File: src/rtl/pipeline_pkg.sv
// Shared definitions for the pipeline control blocks: hazard FSM states and register-index constants.
package pipeline_pkg;

    localparam int REG_ADDR_W = 5;

    localparam logic [REG_ADDR_W-1:0] REG_ZERO = 5'd0;

    typedef enum logic {
        HZ_RUN,
        HZ_MD_BUSY
    } hz_state_t;

endpackage

File: src/rtl/hazard_lu_detect.sv
// Combinational load-use detector: flags an ID-stage source that matches a load's destination in EX.
module hazard_lu_detect #(
    parameter int REG_ADDR_W = 5
) (
    input  logic [REG_ADDR_W-1:0] id_rs1,
    input  logic [REG_ADDR_W-1:0] id_rs2,
    input  logic                  id_uses_rs1,
    input  logic                  id_uses_rs2,
    input  logic [REG_ADDR_W-1:0] ex_rd,
    input  logic                  ex_mem_read,
    output logic                  load_use
);
    import pipeline_pkg::*;

    // x0 is hard-wired to zero, so a load targeting it can never create a real dependency.
    always_comb begin
        load_use = ex_mem_read
                && (ex_rd != REG_ADDR_W'(REG_ZERO))
                && ((id_uses_rs1 && (id_rs1 == ex_rd)) || (id_uses_rs2 && (id_rs2 == ex_rd)));
    end

endmodule

File: src/rtl/pipeline_hazard_ctrl.sv
// Stall/flush controller for the 5-stage pipeline: load-use bubbles, branch flushes, mul/div freeze.
// Optional performance counters are built only when HAZARD_PERF_EN is defined.
module pipeline_hazard_ctrl #(
    parameter int MD_LATENCY = 4,
    parameter int REG_ADDR_W = 5
) (
    input  logic                  clk,
    input  logic                  reset,
    input  logic [REG_ADDR_W-1:0] id_rs1,
    input  logic [REG_ADDR_W-1:0] id_rs2,
    input  logic                  id_uses_rs1,
    input  logic                  id_uses_rs2,
    input  logic [REG_ADDR_W-1:0] ex_rd,
    input  logic                  ex_mem_read,
    input  logic                  ex_branch_taken,
    input  logic                  ex_md_start,
    output logic                  pc_write,
    output logic                  if_id_write,
    output logic                  if_id_flush,
    output logic                  id_ex_write,
    output logic                  id_ex_flush,
    output logic                  ex_mem_flush,
    output logic                  md_busy,
    output logic [31:0]           perf_stall_cnt,
    output logic [31:0]           perf_flush_cnt
);
    import pipeline_pkg::*;

    localparam int CNT_W = $clog2(MD_LATENCY) + 1;
    localparam logic [CNT_W-1:0] MD_LOAD = CNT_W'((MD_LATENCY > 1) ? MD_LATENCY - 2 : 0);
    localparam logic [CNT_W-1:0] CNT_ONE = CNT_W'(1);

    hz_state_t        state;
    logic [CNT_W-1:0] md_cnt;
    logic             lu;

    hazard_lu_detect #(
        .REG_ADDR_W (REG_ADDR_W)
    ) u_lu_detect (
        .id_rs1      (id_rs1),
        .id_rs2      (id_rs2),
        .id_uses_rs1 (id_uses_rs1),
        .id_uses_rs2 (id_uses_rs2),
        .ex_rd       (ex_rd),
        .ex_mem_read (ex_mem_read),
        .load_use    (lu)
    );

    // The entry cycle is itself a freeze, so MD_BUSY only lasts MD_LATENCY-2 cycles
    // and a two-cycle op never leaves RUN.
    always_ff @(posedge clk) begin
        if (reset) begin
            state  <= HZ_RUN;
            md_cnt <= '0;
        end else begin
            case (state)
                HZ_RUN: begin
                    if (!ex_branch_taken && ex_md_start && (MD_LOAD != '0)) begin
                        state  <= HZ_MD_BUSY;
                        md_cnt <= MD_LOAD;
                    end
                end
                HZ_MD_BUSY: begin
                    md_cnt <= md_cnt - CNT_ONE;
                    if (md_cnt == CNT_ONE) begin
                        state <= HZ_RUN;
                    end
                end
                default: state <= HZ_RUN;
            endcase
        end
    end

    always_comb begin
        pc_write     = 1'b1;
        if_id_write  = 1'b1;
        if_id_flush  = 1'b0;
        id_ex_write  = 1'b1;
        id_ex_flush  = 1'b0;
        ex_mem_flush = 1'b0;
        md_busy      = 1'b0;
        if (reset) begin
            pc_write     = 1'b0;
            if_id_write  = 1'b0;
            id_ex_write  = 1'b0;
            if_id_flush  = 1'b1;
            id_ex_flush  = 1'b1;
            ex_mem_flush = 1'b1;
        end else if (state == HZ_MD_BUSY) begin
            pc_write     = 1'b0;
            if_id_write  = 1'b0;
            id_ex_write  = 1'b0;
            ex_mem_flush = 1'b1;
            md_busy      = 1'b1;
        end else if (ex_branch_taken) begin
            if_id_flush  = 1'b1;
            id_ex_flush  = 1'b1;
        end else if (ex_md_start && (MD_LATENCY > 1)) begin
            pc_write     = 1'b0;
            if_id_write  = 1'b0;
            id_ex_write  = 1'b0;
            ex_mem_flush = 1'b1;
        end else if (lu) begin
            pc_write     = 1'b0;
            if_id_write  = 1'b0;
            id_ex_flush  = 1'b1;
        end
    end

    a_no_branch_with_md: assert property (@(posedge clk) disable iff (reset)
        !(ex_branch_taken && ex_md_start));

`ifdef HAZARD_PERF_EN
    logic [31:0] stall_q;
    logic [31:0] flush_q;

    always_ff @(posedge clk) begin
        if (reset) begin
            stall_q <= '0;
            flush_q <= '0;
        end else begin
            if (!pc_write && (stall_q != 32'hFFFF_FFFF)) begin
                stall_q <= stall_q + 32'd1;
            end
            if (if_id_flush && (flush_q != 32'hFFFF_FFFF)) begin
                flush_q <= flush_q + 32'd1;
            end
        end
    end

    assign perf_stall_cnt = stall_q;
    assign perf_flush_cnt = flush_q;
`else
    assign perf_stall_cnt = 32'h0;
    assign perf_flush_cnt = 32'h0;
`endif

endmodule
File: config.mk
export PLATFORM = sky130hd
export DESIGN_NAME = pipeline_hazard_ctrl
export DESIGN_NICKNAME = d
export VERILOG_FILES = /design/src/rtl/pipeline_pkg.sv /design/src/rtl/hazard_lu_detect.sv /design/src/rtl/pipeline_hazard_ctrl.sv
export SDC_FILE = /design/constraint.sdc
export NUM_CORES = 1
export LEC_CHECK = 0
export ABC_AREA = 1
export BUFFER_PORTS_ARGS = -buffer_cell sky130_fd_sc_hd__buf_4
export CAP_MARGIN = 5
export CORE_MARGIN = 10
export CORE_UTILIZATION = 40
export CTS_BUF_LIST = sky130_fd_sc_hd__clkbuf_8 sky130_fd_sc_hd__clkbuf_16
export CTS_CLUSTER_SIZE = 16
export DETAILED_ROUTE_END_ITERATION = 10
export PLACE_DENSITY = 0.95
export SYNTH_ARGS = -nofsm -noshare
export SYNTH_HDL_FRONTEND = slang
export SYNTH_HIERARCHICAL = 1
export SYNTH_SLANG_ARGS = --single-unit
export TNS_END_PERCENT = 50
File: constraint.sdc
create_clock -name clk -period 1.7 [get_ports clk]
set_clock_uncertainty 0.1 [all_clocks]
set_input_delay 0.17 -clock clk [delete_from_list [all_inputs] [get_ports clk]]
set_output_delay 0.17 -clock clk [all_outputs]
set_load 0.02 [all_outputs]
==> run metrics, run 1 <==
outcome=finished clean; Congestion Overflow GR=0; share of cells above drive strength 1=0.217; Critical Path, Cell by Cell=buf_4 -> inv_1 -> nor2_1 -> a21oi_1 -> nand3_1 -> a21oi_1 -> inv_1 -> a21oi_1 -> nor2_1 -> buf_4; endpoint type of the worst setup path=primary output; Post-synth EDFFs=0; vias post-DR=just over 800; Worst path max stage delay=roughly 0.16 ns; Crit Path Class=in -> out; vias in the first global route=850; Comb pwr share=0.487; worst reg2reg startpoint=md_cnt[0]$_SDFFE_PP0P_; sequential share of power=0.182; synth top area cells=buf_4 50%, nand2_1 13%, dfxtp_1 8.2%; Total GRT Usage=0.0917; Pre-antenna DRT Iters=4; synth-to-layout area growth=3.59%; Reg area=roughly 80 um^2; Leakage=roughly 0.00068 uW; FILL cells=roughly 260; Chip Height=about 69 um; hold_buf cts=0; Max Cap Viol=0; switching share of total power=0.454; total inserted antenna cells=0; Sink Count=4; post-synthesis cell type count=16; Bufs and invs on worst path=4; reg2reg end=md_cnt[1]$_SDFFE_PP0P_; area of the mapped netlist=roughly 1000 um^2; post-synth top area share=0.501; total length of routed wires=2.39 mm; Fin. Hold Viols=0; Setup-failing EPs final=0; Worst-Skew Late Latency=0.22 ns; proportion of power drawn by the clock network=0.331; Detail Placement HPWL=about 2.1 mm; Levels on crit path=10; Startpoint Class=input port; Final Cycle Share=0.900; GPL Wtd Cong=between 0.8 and 0.9; leading area contributor after synthesis=buf_4; drt first-iter violations=46; post-CTS sizing=0; WP data required=1.43 ns; Multi-input gate area=between 500 and 600 um^2; Main synth FF type=dfxtp_1; max-slew violations=0; ANT nets after route=0; pre-CTS setup slack=approximately 0.17 ns; Final nets=between 200 and 250; H-tree depth=1; I/O pin count=93; crit path launch=ex_rd[2]; power density cells=598 nW/um^2; buffers added on ports=28; global-route wire length before repair=3.70 mm; largest net degree at the start of global routing=8; dominant cell by count in the synthesized netlist=buf_4; CP max FO=4; setup bufs post-CTS=0; register bit total from synthesis=4; Initial Utilization=0.428; clock root buffer=clkbuf_8; fin crit period=between 1.5 and 2 ns; synth warn=6; Vias/cell=~3.8; die width=a little under 70 um; CP arrival=roughly 1.3 ns; met3 WL=332 um; sequential element share of the synthesized area=0.0822; core area=approximately 2300 um^2; cell count of the worst reg-to-reg path=5; crit path capture=pc_write; WL/cell=between 10 and 15 um; Peak VDD IR=~400 uV; syn avg cell area=between 6 and 7 um^2; setup_tns=0 ns; CP delay by family, top=buffers and inverters; synth cell count leaders=65 x buf_4, 35 x nand2_1, 20 x inv_1, 9 x nor2_1, 5 x a21oi_1; Async S/R FF share, synth=0; clock slew at reported path FFs=0.03 ns; Synth Instances=160; Psw=274 uW; DR top layer=met4; cell internal pwr=between 300 and 400 uW; met2 WL post-DR=around 1.1 mm; Final WS setup=0.170 ns; die area=between 4000 and 5000 um^2; FP Rows=17; Slowest cell on crit path=buf_4; reg2reg setup slack=0.62 ns; worst min path class=in -> reg; antenna violations before repair=0; fmax=approximately 0.65 GHz; cell repeated most along the worst path=a21oi_1; Clock Path Buffers=2; RSZ-0062 raised after global routing=no; CTS tree=yes; Metal-1 WL=between 800 and 900 um; Residual DRC=0; cts bufs inserted=3
[per-stage QoR]
| step | cell area, um^2 | total power [uW] | util | instances | hold WS [ns] |
|---|---|---|---|---|---|
| 2_1_floorplan | 1210 | 434 | - | 223 | 0.215 |
| 3_3_place_gp | 968 | 392 | 0.426 | 214 | 0.354 |
| 3_5_place_dp | 968 | 397 | 0.426 | 214 | 0.366 |
| 4_1_cts | 1010 | 601 | 0.444 | 217 | 0.137 |
| 5_1_grt | 1010 | 648 | 0.444 | 217 | 0.167 |
| 6_report | 1010 | 604 | 0.444 | 217 | 0.137 |
[sequential cells by signal, indices dropped and copies added, names as in the netlist]
register	flops
state	1
md_cnt	3
[kinds of logic after synthesis]
kind of cell               synth area share
buffers and inverters                 0.593
and+or+nand+nor                       0.249
AOI/OAI and AO/OA                    0.0462
DFF                                  0.0822
adders and majority gates            0.0257
other                               0.00385
[power by group through the flow]
| stage | clock [uW] | combinational [uW] | sequential (uW) |
|---|---|---|---|
| floorplan | 0 | 325 | 109 |
| global placement | 0 | 282 | 111 |
| detailed placement | 0 | 286 | 111 |
| CTS | 205 | 287 | 110 |
| global route | 211 | 325 | 111 |
| finish | 200 | 294 | 110 |
[worst register-to-register path, cell delays in order (launching register included)]
cell and delay [ns]:
dfxtp_1 0.37, inv_1 0.06, ha_1 0.28, a21oi_1 0.12
nand2_1 0.06, inv_1 0.04
[worst min path at each step]
stage	from	end	cells after the start	slack, ns
3_5_place_dp	reset	md_cnt[1]$_SDFFE_PP0P_	4	0.37
6_report	reset	md_cnt[1]$_SDFFE_PP0P_	4	0.14
4_1_cts	reset	md_cnt[1]$_SDFFE_PP0P_	4	0.14
3_3_place_gp	reset	md_cnt[1]$_SDFFE_PP0P_	4	0.35
2_1_floorplan	reset	md_cnt[1]$_SDFFE_PP0P_	3	0.21
5_1_grt	reset	md_cnt[1]$_SDFFE_PP0P_	4	0.17
[area by class of cell]
| class | instances | area share |
|---|---|---|
| multi-input combinational | 130 | 0.548 |
| timing repair buffer | 28 | 0.208 |
| inverter | 24 | 0.0892 |
| sequential | 4 | 0.0793 |
| clock buffer | 3 | 0.0409 |
| tap | 28 | 0.0347 |
[cell usage in the layout (no fill, tap or decap), types with 2 or more instances in the layout]
cell type | netlist | routed
nand3_2 | 2 | 2
a21oi_1 | 5 | 5
buf_4 | 65 | 28
nor2_1 | 9 | 9
clkbuf_8 | 0 | 3
dfxtp_1 | 4 | 4
nand2_1 | 35 | 35
o21ai_0 | 4 | 3
ha_1 | 2 | 2
conb_1 | 1 | 64
nand4_1 | 2 | 2
inv_2 | 4 | 4
inv_1 | 20 | 20
nand3_1 | 3 | 3
nand2_2 | 2 | 2
[routing by layer]
layer | vias to the layer above | GRT usage
li1 | 406 | -
met1 | 344 | 0.0875
met2 | 65 | 0.137
met3 | 8 | 0.0528
met5 | - | 0
met4 | 0 | 0.0820
Power figures use the tool's default switching activity.
==> run 2: changes to the inputs <==
--- a/config.mk
+++ b/config.mk
@@ -5,11 +5,11 @@
 export SDC_FILE = /design/constraint.sdc
 export NUM_CORES = 1
 export LEC_CHECK = 0
-export ABC_AREA = 1
+export ABC_AREA = 0
 export BUFFER_PORTS_ARGS = -buffer_cell sky130_fd_sc_hd__buf_4
 export CAP_MARGIN = 5
 export CORE_MARGIN = 10
-export CORE_UTILIZATION = 40
+export CORE_UTILIZATION = 39
 export CTS_BUF_LIST = sky130_fd_sc_hd__clkbuf_8 sky130_fd_sc_hd__clkbuf_16
 export CTS_CLUSTER_SIZE = 16
 export DETAILED_ROUTE_END_ITERATION = 10
==> run 2 against run 1 <==
Core utilization down 0.50 points. Die area down 1.9%. Clock power about the same. Count of clock-buffer cells in the layout unchanged. Critical endpoint unchanged. Worst hold slack worse by 0.011 ns. The flow now finishes with violations (setup timing). Critical path type unchanged.
==> run metrics, run 2 <==
synth-to-layout area growth=5.95%; leading area contributor after synthesis=buf_4; most common cell after layout, fill and taps aside=conb_1; largest net degree at the start of global routing=12; Slowest cell on crit path=or4_1; Psw=approximately 270 uW; I/O pin count=93; failing checks=setup timing; vias in the first global route=~630; cell repeated most along the worst path=buf_4; proportion of power drawn by the clock network=0.329; Total GRT Usage=0.0743; Peak VDD IR=348 uV; sequential share of power=0.187; Initial Utilization=0.414; H-tree depth=1; FP Rows=17; busiest grt layer=met2; Congestion Overflow GR=0; synth warn=6; sequential element share of the synthesized area=0.0866; outcome=finished, violations left; post-synth top area share=0.528; vias post-DR=approximately 630; Comb pwr share=0.484; CP max FO=3; die area=4720 um^2; synth cell count leaders=65 x buf_4, 8 x xor2_1, 5 x inv_1, 5 x nor2_1, 4 x dfxtp_1; core area=roughly 2200 um^2; switching share of total power=0.440; Max Cap Viol=0; Chip Height=between 60 and 70 um; worst min path class=in -> reg; endpoint type of the worst setup path=primary output; WL/cell=12.4 um; Critical Path, Cell by Cell=buf_4 -> or4_1 -> o21ai_2 -> a21oi_2 -> nor2_1 -> nor2_2 -> nor3_4 -> buf_4; Final Cycle Share=1.03; Setup-failing EPs final=2; Worst-Skew Late Latency=around 0.22 ns; CTS tree=yes; max-slew violations=0; synth top area cells=buf_4 53%, dfxtp_1 8.7%, xor2_1 7.6%; max reg flops=3; Synth Instances=between 100 and 150; dominant cell by count in the synthesized netlist=buf_4; reg2reg setup slack=slightly below 0.5 ns; Post-synth EDFFs=0; WP data required=1.43 ns; Final WS setup=-0.0494 ns; cts bufs inserted=3; CP arrival=between 1 and 1.5 ns; total inserted antenna cells=0; setup bufs post-CTS=0; Async S/R FF share, synth=0; grt met1 use=0.0655; GR Util met3=0.0306; Largest regs=md_cnt: 3 flops, state: 1 flops; total length of routed wires=between 2 and 2.5 mm; Final nets=roughly 170; total chip power=between 600 and 700 uW; Worst path max stage delay=~0.53 ns; antenna violations before repair=0; RSZ-0062 raised after global routing=yes; Main synth FF type=dfxtp_1; Crit Path Class=in -> out; GPL Wtd Cong=0.764; ANT nets after route=0; Startpoint Class=input port; Detail Placement HPWL=about 2.0 mm; fmax=between 0.5 and 0.6 GHz; syn avg cell area=between 7 and 8 um^2; Leakage=about 0.00054 uW; FILL cells=about 230; Biggest register=md_cnt; clock slew at reported path FFs=about 0.030 ns; global-route wire length before repair=2.68 mm; fin crit period=between 1.5 and 2 ns; register bit total from synthesis=4; Fin. Hold Viols=0; hold path depth=2; GRT met2 Usage=0.144; buffers added on ports=28; area of the mapped netlist=~900 um^2; drt first-iter violations=3; Residual DRC=0; share of cells above drive strength 1=0.304; Clock Path Buffers=2; cell internal pwr=about 340 uW; most frequent cells in the layout=64 x conb_1, 30 x buf_4, 8 x xor2_1, 5 x inv_1; Vias/cell=about 3.6; Sink Count=4; fin util=0.439; clock root buffer=clkbuf_8; Pre-antenna DRT Iters=4; post-synthesis cell type count=29; die width=just under 70 um; cell count of the worst reg-to-reg path=3; power density cells=roughly 620 nW/um^2
==> run 2: changes by cell type after synthesis, moves of 4 or more <==
cell     previous run  this run
inv_1              20         5
inv_2               4         0
nand2_1            35         1
nor2_1              9         5
o21ai_0             4         0
xor2_1              0         8
==> run 2: kinds of logic (layout without fill, tap and decap cells) <==
logic type                 count (synthesis)  count (layout)  share of synthesized area
AOI/OAI and AO/OA                         10              10                     0.0744
xor gates and xnor gates                  10              10                     0.0947
adders and majority gates                  2               2                     0.0271
buffers and inverters                     72              38                      0.566
DFF                                        4               4                     0.0866
other                                      1              64                    0.00406
and+or+nand+nor                           20              20                      0.148
==> run 2: per-layer routing <==
| metal | vias up | wire (um) |
|---|---|---|
| met1 | 280 | 644 |
| met2 | 48 | 1160 |
| met5 | - | 0 |
| met4 | 0 | 14 |
| met3 | 2 | 368 |
| li1 | 302 | - |
==> run 2: critical path: cells and delay by family <==
kind	cells	cell delay (ns)
and+or+nand+nor	4	0.83
buffers and inverters	2	0.29
AOI/OAI and AO/OA	2	0.19
==> run 2: final timing paths <==
kind | from | to
max reg2reg | state$_SDFF_PP0_ | md_cnt[0]$_SDFFE_PP0P_
min reg2reg | md_cnt[2]$_SDFFE_PP0P_ | md_cnt[2]$_SDFFE_PP0P_
min | reset | state$_SDFF_PP0_
max | ex_rd[1] | pc_write
==> run 2: per-stage QoR <==
stage	setup slack [ns]	setup TNS, ns	instances	cell area, um^2	hold slack (ns)
after floorplan	0.0114	0	182	1170	0.300
after global placement	-0.0501	-0.100	173	928	0.341
after detailed placement	-0.0644	-0.128	173	928	0.351
after CTS	-0.0397	-0.0782	176	972	0.122
after global routing	-0.138	-0.347	176	980	0.139
final	-0.0494	-0.0983	176	980	0.127
==> run 2: area by class of cell <==
cell class | count | area, um^2 | area share
well taps | 28 | 35.0 | 0.0358
flip-flops and latches | 4 | 80.1 | 0.0817
multi-input cells | 106 | 579 | 0.591
clock buffers | 3 | 41.3 | 0.0421
repair buffers | 30 | 225 | 0.230
inverters | 5 | 18.8 | 0.0192
==> run 2: what timing repair did <==
action                                  in CTS  in global routing
hold buffers                                 0                  0
resized for setup                            1                  2
endpoints found under the setup margin       2                  3
pin swaps                                    0                  2
==> run 2: power by group through the flow <==
stage | logic [uW] | clock network, uW | registers (uW)
detailed placement | 285 | 0 | 115
global route | 319 | 212 | 115
global placement | 280 | 0 | 115
CTS | 286 | 208 | 114
finish | 295 | 200 | 114
floorplan | 331 | 0 | 109
==> run 3: changes to the inputs <==
--- a/config.mk
+++ b/config.mk
@@ -6,6 +6,7 @@
 export NUM_CORES = 1
 export LEC_CHECK = 0
 export ABC_AREA = 0
+export ABC_CLOCK_PERIOD_IN_PS = 1700
 export BUFFER_PORTS_ARGS = -buffer_cell sky130_fd_sc_hd__buf_4
 export CAP_MARGIN = 5
 export CORE_MARGIN = 10
@@ -14,6 +15,7 @@
 export CTS_CLUSTER_SIZE = 16
 export DETAILED_ROUTE_END_ITERATION = 10
 export PLACE_DENSITY = 0.95
+export SETUP_SLACK_MARGIN = 0.02
 export SYNTH_ARGS = -nofsm -noshare
 export SYNTH_HDL_FRONTEND = slang
 export SYNTH_HIERARCHICAL = 1
==> run 3 against run 2 <==
The run still ends with setup timing left. Cell count stayed put. Worst hold slack worse by 0.0072 ns. Maximum frequency is 2.1% lower. Combinational power hardly changed. Cell area is 0.64% higher. Register-to-register slack hardly changed. Power is 0.54% higher. Critical path type unchanged.
==> run metrics, run 3 (same netlist as run 2, synthesis figures left out) <==
outcome=finished, violations left; failing checks=setup timing; most frequent cells in the layout=64 x conb_1, 30 x buf_4, 8 x xor2_1, 5 x inv_1; Fin. Hold Viols=0; Largest regs=md_cnt: 3 flops, state: 1 flops; Startpoint Class=input port; cell count of the worst reg-to-reg path=3; Vias/cell=roughly 3.6; CP arrival=around 1.5 ns; Max Cap Viol=0; reg2reg end=md_cnt[0]$_SDFFE_PP0P_; power density cells=621 nW/um^2; Total GRT Usage=0.0765; total length of routed wires=~2.3 mm; CP max FO=3; Hold Worst Slack=roughly 0.12 ns; Inst Count DP=173; synth-to-layout area growth=6.63%; Worst-Skew Late Latency=about 0.22 ns; total chip power=a little over 600 uW; max reg flops=3; most common cell after layout, fill and taps aside=conb_1; clock slew at reported path FFs=~0.030 ns; proportion of power drawn by the clock network=0.327; Setup-failing EPs final=3; Sink Count=4; Crit Path Class=in -> out; CTS tree=yes; die width=68.7 um; buffers added on ports=28; I/O pin count=93; Biggest register=md_cnt; WL/cell=12.9 um; Psw=roughly 270 uW; Initial Utilization=0.414; share of cells above drive strength 1=0.311; die area=between 4000 and 5000 um^2; reg2reg setup slack=0.50 ns; Reg area=80.1 um^2; Hold EP=state$_SDFF_PP0_; global-route wire length before repair=~2.7 mm; worst min path class=in -> reg; FILL cells=between 200 and 250; Leakage=between 0.0005 and 0.0006 uW; Hold Path Origin=reset; cell internal pwr=roughly 340 uW; core area=2230 um^2; largest net degree at the start of global routing=12; Final WS setup=-0.0868 ns; fin crit period=roughly 1.8 ns; Final nets=about 170; Residual DRC=0; Clock Path Buffers=2; Final Cycle Share=1.05; fin util=0.441; vias post-DR=around 640; cts bufs inserted=3; fmax=about 0.56 GHz; Detail Placement HPWL=around 2.0 mm; ANT nets after route=0; GPL Wtd Cong=0.796; Comb pwr share=0.487; FP Rows=17; pre-CTS setup slack=-0.0630 ns; switching share of total power=0.441; Layout Cells excl Fill=176; H-tree depth=1; total inserted antenna cells=0; clock root buffer=clkbuf_8; endpoint type of the worst setup path=primary output; WP data required=between 1 and 1.5 ns; Pre-antenna DRT Iters=4; RSZ-0062 raised after global routing=yes; antenna violations before repair=0; vias in the first global route=615; Chip Height=68.7 um; max-slew violations=0; sequential share of power=0.186; Peak VDD IR=slightly below 400 uV; hold path depth=2; worst reg2reg startpoint=state$_SDFF_PP0_; drt first-iter violations=3; Multi-input gate area=between 500 and 600 um^2; Congestion Overflow GR=0
run 3: cell types whose count changed in the layout (fill, tap and decap cells not counted):
cell    before  now
nor4_2       1    2
nor4_1       1    0
run 3: repair_timing:
action	4_1_cts	5_1_grt
setup endpoints to repair	3	3
hold buffers	0	0
hold endpoints to repair	0	0
gates resized for setup	0	4
setup buffers	0	0
run 3: stage by stage:
step	TNS [ns]	instance area [um^2]
detailed placement	-0.140	928
global placement	-0.104	928
global route	-0.444	986
floorplan	0	1170
finish	-0.190	986
CTS	-0.156	970
run 3: routing by layer:
layer  share of wire  track usage  up-vias  routed length, um
met1            0.28       0.0654      277                646
li1                -            -      304                  -
met4           0.019       0.0443        0                 43
met3            0.15       0.0322        5                351
met5               0            0        -                  0
met2            0.54        0.145       49               1230
run 3: power groups by stage:
stage,Clock (uW),Combinational [uW],Sequential (uW)
floorplan,0,331,109
global placement,0,280,115
detailed placement,0,285,115
CTS,206,285,114
global route,209,321,116
finish,200,298,114
run 3: worst max-delay path by stage:
stage	start	endpoint	slack (ns)	depth (start not counted)
after floorplan	ex_rd[1]	pc_write	0.01	7
after global placement	ex_rd[0]	if_id_write	-0.05	9
after detailed placement	ex_rd[1]	if_id_write	-0.06	8
after CTS	ex_rd[1]	if_id_write	-0.07	8
after global routing	ex_rd[1]	if_id_write	-0.15	8
final	ex_rd[1]	if_id_write	-0.09	8
run 3: worst max-delay path, cell delays in order:
cell	delay, ns
buf_4	0.12
or4_1	0.54
o21ai_2	0.16
a21oi_2	0.05
nor2_1	0.11
nor2_2	0.06
nor3_4	0.13
buf_4	0.17
run 3: final cells by class:
class                           instances  share of cell area
Clock buffer                            3              0.0419
Inverter                                5              0.0190
Multi-Input combinational cell        106               0.594
Sequential cell                         4              0.0812
Tap cell                               28              0.0355
Timing Repair Buffer                   30               0.228
